## config.mk

```make
export PLATFORM = sky130hd
export DESIGN_NAME = fp_wb_collector
export DESIGN_NICKNAME = d
export VERILOG_FILES = /design/src/rtl/fp_wb_collector.sv
export SDC_FILE = /design/constraint.sdc
export NUM_CORES = 1
export LEC_CHECK = 0
export ABC_AREA = 1
export CAP_MARGIN = 20
export CELL_PAD_IN_SITES_DETAIL_PLACEMENT = 2
export CELL_PAD_IN_SITES_GLOBAL_PLACEMENT = 2
export CORE_UTILIZATION = 23
export CTS_CLUSTER_SIZE = 30
export DETAILED_ROUTE_END_ITERATION = 10
export PLACE_DENSITY_LB_ADDON = 0.05
export RECOVER_POWER = 25
export SLEW_MARGIN = 20
export SYNTH_ARGS = -nofsm -noshare
export SYNTH_HDL_FRONTEND = slang
export SYNTH_SLANG_ARGS = --single-unit
```

## constraint.sdc

```tcl
create_clock -name clk -period 2.5 [get_ports clk]
set_input_delay 0.5 -clock clk [delete_from_list [all_inputs] [get_ports clk]]
set_output_delay 0.5 -clock clk [all_outputs]
set_load 0.01 [all_outputs]
```

## src/rtl/fp_wb_collector.sv

```systemverilog
// Purpose: collects FP pre-rounding results from several producers (round-robin ack) into a 2-entry FIFO.
// Latency: an accepted result appears on out_* the cycle after its ack if the FIFO was empty.
// Backpressure: out_ready low fills the FIFO; when full no producer is acked and done is held.
module fp_wb_collector #(
  parameter int NUM_UNITS = 3,
  parameter int ID_W      = 3,
  parameter int PAYLOAD_W = 128
) (
  input  logic                           clk,
  input  logic                           rst,
  input  logic [NUM_UNITS-1:0]           unit_done,
  input  logic [NUM_UNITS*ID_W-1:0]      unit_id,
  input  logic [NUM_UNITS*PAYLOAD_W-1:0] unit_payload,
  output logic [NUM_UNITS-1:0]           unit_ack,
  output logic                           out_valid,
  output logic [ID_W-1:0]                out_id,
  output logic [PAYLOAD_W-1:0]           out_payload,
  input  logic                           out_ready,
  output logic [1:0]                     occupancy
);

  localparam int PTR_W = $clog2(NUM_UNITS);
  localparam int ENT_W = ID_W + PAYLOAD_W;

  logic [1:0]       count;
  logic [PTR_W-1:0] rr_ptr;
  logic [PTR_W-1:0] grant_idx;
  logic [PTR_W-1:0] rr_next;
  logic             grant_vld;
  logic             head;
  logic             tail;
  logic             full;
  logic             push;
  logic             pop;
  logic [ENT_W-1:0] mem [2];
  logic [ENT_W-1:0] push_dat;

  // A pop never frees space for a same-cycle push: full looks only at registered count.
  assign full = (count == 2'd2);

  // Round-robin search from rr_ptr upward; the ack is suppressed while full or in reset.
  always_comb begin : arb
    int               idx;
    logic [PTR_W-1:0] cand;
    grant_vld = 1'b0;
    grant_idx = '0;
    idx       = 0;
    cand      = '0;
    for (int k = 0; k < NUM_UNITS; k++) begin
      idx = int'(rr_ptr) + k;
      if (idx >= NUM_UNITS) idx = idx - NUM_UNITS;
      cand = PTR_W'(idx);
      if (!grant_vld && unit_done[cand]) begin
        grant_vld = 1'b1;
        grant_idx = cand;
      end
    end
    if (full || !rst) grant_vld = 1'b0;
  end

  // One-hot ack to the granted producer, zero otherwise.
  always_comb begin
    unit_ack = '0;
    if (grant_vld) unit_ack[grant_idx] = 1'b1;
  end

  assign push     = grant_vld;
  assign pop      = out_valid & out_ready;
  assign rr_next  = (grant_idx == PTR_W'(NUM_UNITS - 1)) ? '0 : grant_idx + 1'b1;
  assign push_dat = {unit_id[grant_idx*ID_W +: ID_W], unit_payload[grant_idx*PAYLOAD_W +: PAYLOAD_W]};

  // FIFO storage, pointers, count and arbitration pointer.
  always_ff @(posedge clk or negedge rst) begin
    if (!rst) begin
      count  <= 2'd0;
      rr_ptr <= '0;
      head   <= 1'b0;
      tail   <= 1'b0;
      mem[0] <= '0;
      mem[1] <= '0;
    end else begin
      if (push) begin
        mem[tail] <= push_dat;
        tail      <= ~tail;
        rr_ptr    <= rr_next;
      end
      if (pop) head <= ~head;
      case ({push, pop})
        2'b10:   count <= count + 2'd1;
        2'b01:   count <= count - 2'd1;
        default: count <= count;
      endcase
    end
  end

  // Outputs come only from registered state.
  assign out_valid   = (count != 2'd0);
  assign out_id      = mem[head][ENT_W-1 -: ID_W];
  assign out_payload = mem[head][PAYLOAD_W-1:0];
  assign occupancy   = count;

endmodule

```

# Yosys cells after proc, flatten, opt, wreduce, memory -nomap -nowiden
# Index checks and enable logic that the tools add are counted.
# totals
rom_bits,0
word_cells,74
inputBits,399
register_bits,268
ramBits,0
memories,0
latch_bits,0
# op_classes
addsub,8
n_div,0
magnitude_cmp,11
multipliers,1
eq_ne,4
n_bitwise,5
reduce_logical,10
mux,27
shift,2
# op_table
operator,count
$mux W131,4
$shiftx A384 B10 Y128,1
$bwmux W262,1
$demux W131 S1,1
$mux W2,7
$lt A2 B3 Y1 const B,4
$shiftx A9 B5 Y3,1
$mux W1,8
$bmux W1 S2,3
$eq A2 B2 Y1 const B,3
$ge A2 B2 Y1 const B,3
$ge A3 B2 Y1 const B,2
$sub A2 B2 Y2 const B,3
$add A2 B1 Y2 const B,2
$logic_and A1 B1 Y1,4
$mul A2 B2 Y4 const B,1
$not A1 Y2,2
$pmux W2 S2,1
$reduce_bool A2 Y1,2
$add A2 B1 Y3 const B,1
$add A2 B2 Y3 const B,1
$logic_not A1 Y1,3
$mux W3,1
$demux W1 S2,1
7 further kinds,8

# Depth between registers and ports, before layout
# depth
ltp_word,16
ltp_mapped,17
ltp_nobuf,15

# Least setup slack after synthesis
# No wires, ideal clock.
# synth_path
path_type,register to output
from,register rr_ptr[0]
to,output unit_ack[0]
required_time_ps,2000
t_arrival_ps,1928
path_stages_with_launch,14
setup_slack_ps,72
path_cell_list,dfrtp_1 -> inv_1 -> ha_1 -> inv_2 -> nand2_1 -> nand3_1 -> nand2_1 -> a31oi_1 -> nand2_2 -> inv_2 -> buf_2 -> buf_2 -> nand2_1 -> nor2_1
# synth_via
elab_chain_len,16
word_cells_on_any_way,34
cone_classes,5 x add/sub; 5 x order compare; 19 x mux; 5 x reduce/logical
# synth_lines
element,line_no,text
"start, declared",26,logic [PTR_W-1:0] rr_ptr;
"start signal, assigned",85,rr_ptr <= rr_next;
branches (longest 15 deep; another with $add A2 B1 Y3),--,
$mux W3 (*),64,if (grant_vld) unit_ack[grant_idx] = 1'b1;
"end, declared",14,"output logic [NUM_UNITS-1:0] unit_ack,"
# Mark *: on every way between the ends. The select of a mux whose other input is x is not followed.

# Final worst setup path
# layout_path
from,register rr_ptr[1]
to,output unit_ack[0]
# Same word-level chain as after synthesis.

==> results.txt <==
----------------------------------------------------
[Power]
  Worst ir drop on vdd ... 0.000595 V
  LEAKAGE ... 13.9 nW
  Total power after layout ... 0.0404 W
  PD cells ... 1530 mW/mm2

[STA]
  Number of setup violations in the final report ... 368
  Fin. Hold Viols ... 0
  Max-slew violations ... 33
  Crit path time final ... 2.97 ns
  Crit share post-route ... 1.19
  Worst max-slew margin expressed relative to the limit ... -0.519
  Upper clock frequency limit ... 337 MHz
  RSZ-0062 raised after global routing ... yes
  Post-route clock skew ... 0.0133 ns
  Slew at the pin closest to its max-slew limit ... 2.28 ns
  Tightest hold margin ... 0.476 ns
  Final setup margin ... -0.466 ns

[Setup path]
  Kind of end point of the critical path ... output pin
  Worst setup path category ... register to output pin
  Crit-path slowest cell ... sky130_fd_sc_hd__dfrtp_2
  Critical Path AT ... 2.47 ns
  Largest stage delay on the critical path ... 0.45 ns
  Startpoint of the lowest-slack register-to-register path ... rr_ptr[0]
  Critical path, cell by cell ... inv_2 > ha_4 > inv_4 > nand3_2 > nand3_4 > nor2_4 > buf_6 > buf_6 > nand3_4 > nand2_4 > nor2_2 > buf_2
  Launching element type of the critical path ... register
  Required time reported for the critical path endpoint ... 2.00 ns
  Crit path from ... rr_ptr[1]
  Largest driver fanout on the critical path ... 4

[Die]
  Die extent in x ... 260 um
  I/O pin count ... 536
  Total die area ... 0.0678 mm2
  DIE HEIGHT ... 260 um
  Effective utilization at floorplan ... 0.233
  Core ar. ... 0.0659 mm2
  Number of rows in the core area ... 94

[Yosys]
  Leading post-synthesis cells by instance count ... sky130_fd_sc_hd__nand2_1, sky130_fd_sc_hd__dfrtp_1, sky130_fd_sc_hd__nand3_1, sky130_fd_sc_hd__clkbuf_1, sky130_fd_sc_hd__buf_2
  Leading cell type by number of instances after synthesis ... sky130_fd_sc_hd__nand2_1
  Share of cell area taken by muxes after synthesis ... 0
  Avg Cell Area, Syn ... 6.26 um2
  Post-Synthesis Cells ... 2455
  Dominant register cell in the synthesized netlist ... sky130_fd_sc_hd__dfrtp_1
  Flip-flop and latch count after synthesis ... 268
  Adder-Cell Fraction of Synth Area ... 0.00326
  Post-synthesis share of cell area spent on and, or, nand and nor gates ... 0.502
  Count of distinct cell types in the synthesized netlist ... 24
  Sequential element share of the synthesized area ... 0.437
  Post-Synthesis Cell Area ... 0.0154 mm2
  Synth top area cells ... sky130_fd_sc_hd__nand2_1, sky130_fd_sc_hd__dfrtp_1, sky130_fd_sc_hd__nand3_1
  EDFF count, synth ... 0
  Share of the synthesized area in the top cell type ... 0.451
  Main combinational cell family by area after synthesis ... simple AND/OR/NAND/NOR gates
  Total nets after synthesis ... 2858
  Compound-Gate Fraction of Synth Area ... 0.00310
  Fraction of registers with async set/reset ... 1.00
  Ys Warns ... 0
  Synth area leader ... sky130_fd_sc_hd__nand2_1
  Synth Area in XOR/XNOR ... 0.00171

[Global route]
  Vias in the first global route ... 20600
  First-pass GRT wire length ... 126 mm
  Tot GR Track Use ... 0.248
  Number of antenna violations at the first check in global routing ... 10
  Global route total overflow ... 0
  Pin count of the biggest net entering global routing ... 129

[Place]
  Placed Instances ... 3793
  Post-detailed-placement half-perimeter wirelength ... 54.4 mm
  Buffers added on ports ... 535
  Final weighted congestion in routability-driven placement ... 0.827
  Pre-CTS setup slack ... -0.545 ns

[Routing]
  Via/cell ratio ... 4.66
  Antenna Violating Nets Remaining ... 0
  1st-iter DRT viols ... 664
  Routed wire per std cell ... 22.1 um
  Pre-antenna DRT Iters ... 4
  Vias ... 18400
  Remaining routing DRC violations ... 0
  Routed wire length ... 87.5 mm

[CTS]
  Clock transition at the registers of the reported paths ... 0.05 ns
  Clk_lat worst skew ... 0.54 ns
  Number of buffers added by the clock tree synthesis step ... 36
  Clock tree from TritonCTS ... done
  Cell at the root of the clock tree ... sky130_fd_sc_hd__clkbuf_16
  Maximum level of the CTS H-tree ... 2
  Hold-fix buffer count after cts ... 0
  Maximum clock insertion buffer count ... 3
  Number of sinks driven by the clock tree ... 268

[Run status]
  Outcome ... finished, violations left
  Violations in the final reports ... max-capacitance violations, max-slew violations, negative setup slack

[Worst hold path]
  Hold path startpoint ... mem[251]
  Classification of the worst-slack hold path ... register to register

[Final layout]
  Number of nets at the end of the flow ... 3470
  Area Overhead vs Synth ... 71.6%
  Layout cell share with drive strength beyond 1 ... 0.198
  Fin cells ... 3962
  Post-layout utilization of the core ... 0.400

[Flow run]
  Max-Cap Viols ... 1

----------------------------------------------------
-- stage by stage --
stage | TNS [ns] | cell area (um2)
3_3_place_gp | -57.75 | 22300
2_1_floorplan | 0 | 15400
3_5_place_dp | -84.86 | 22300
6_report | -61.77 | 26400
5_1_grt | -149.23 | 26400
4_1_cts | -33.29 | 26000
-- sequential cells by signal, indices dropped and copies added, names as in the netlist --
signal	count
mem	262
occupancy	2
rr_ptr	2
head	1
tail	1
-- final timing paths --
kind	depth (start not counted)	slack, ns	end
hold / removal	2	0.48	mem[251]
max in group asynchronous	3	-0.06	head
setup reg to reg	20	-0.31	rr_ptr[0]
hold reg to reg	2	0.48	mem[251]
setup / recovery	12	-0.47	unit_ack[0]
min in group asynchronous	2	0.85	mem[128]
-- cells in the final DEF (no fill, tap or decap), drive strengths merged --
cell,synthesis,final
o22ai,1,1
ha,4,4
nand3,144,144
bufinv,0,4
a21oi,1,1
o211ai,1,1
bufbuf,0,4
clkdlybuf4s50,0,400
clkdlybuf4s15,0,49
dfrtp,268,268
buf,89,196
o21a,1,1
nor2,5,5
diode,0,6
clkbuf,67,57
clkinv,1,6
xnor2,1,1
xor2,2,2
o21ai,3,3
dlygate4sd2,0,76
nand2,1849,1849
inv,17,19
a31oi,1,1
-- critical path: cells and delay by family (launching register included) --
kind | cells | cell delay, ns
flops | 1 | 0.45
simple gates | 6 | 0.73
buf+inv | 5 | 0.55
fa+ha+maj | 1 | 0.20
-- layer usage --
layer,GRT usage,wire length [um]
met5,0,51
met1,0.292,35700
met3,0.0524,4360
met2,0.441,44300
met4,0.0911,3040
-- power breakdown --
| part | internal, W | total, W | leakage (nW) | switching, W |
|---|---|---|---|---|
| registers | 0.00636 | 0.00749 | 3.39 | 0.00113 |
| clock network | 0.00333 | 0.00534 | 0.597 | 0.00202 |
| logic | 0.0111 | 0.0276 | 9.93 | 0.0165 |
| total | 0.0207 | 0.0404 | 13.9 | 0.0196 |
-- final cells by class --
class	count	area, um2
fillers	7563	39500
multi-input cells	2013	8950
repair buffers	729	8300
flip-flops and latches	268	6710
well taps	864	1080
clock buffers	53	1060
clock inverters	10	150
inverters	18	95.1
diodes	6	15.0
repair inverters	1	8.76
-- timing repair --
| action | in CTS | in global routing |
|---|---|---|
| pin swaps | 104 | 79 |
| buffers inserted | 56 | 12 |
| resized for setup | 592 | 102 |
| hold endpoints to repair | 0 | 0 |
| gates cloned | 34 | 4 |
| setup endpoints to repair | 398 | 360 |
-- kinds of logic (layout without fill, tap and decap cells) --
group,after synthesis,after routing
AND/OR/NAND/NOR,1998,1998
flip-flops,268,268
buffers and inverters,174,811
AO/OA/AOI/OAI,8,8
adder cells (fa/ha/maj),4,4
XOR/XNOR,3,3
other,0,6
(Power assumes the default switching activity.)
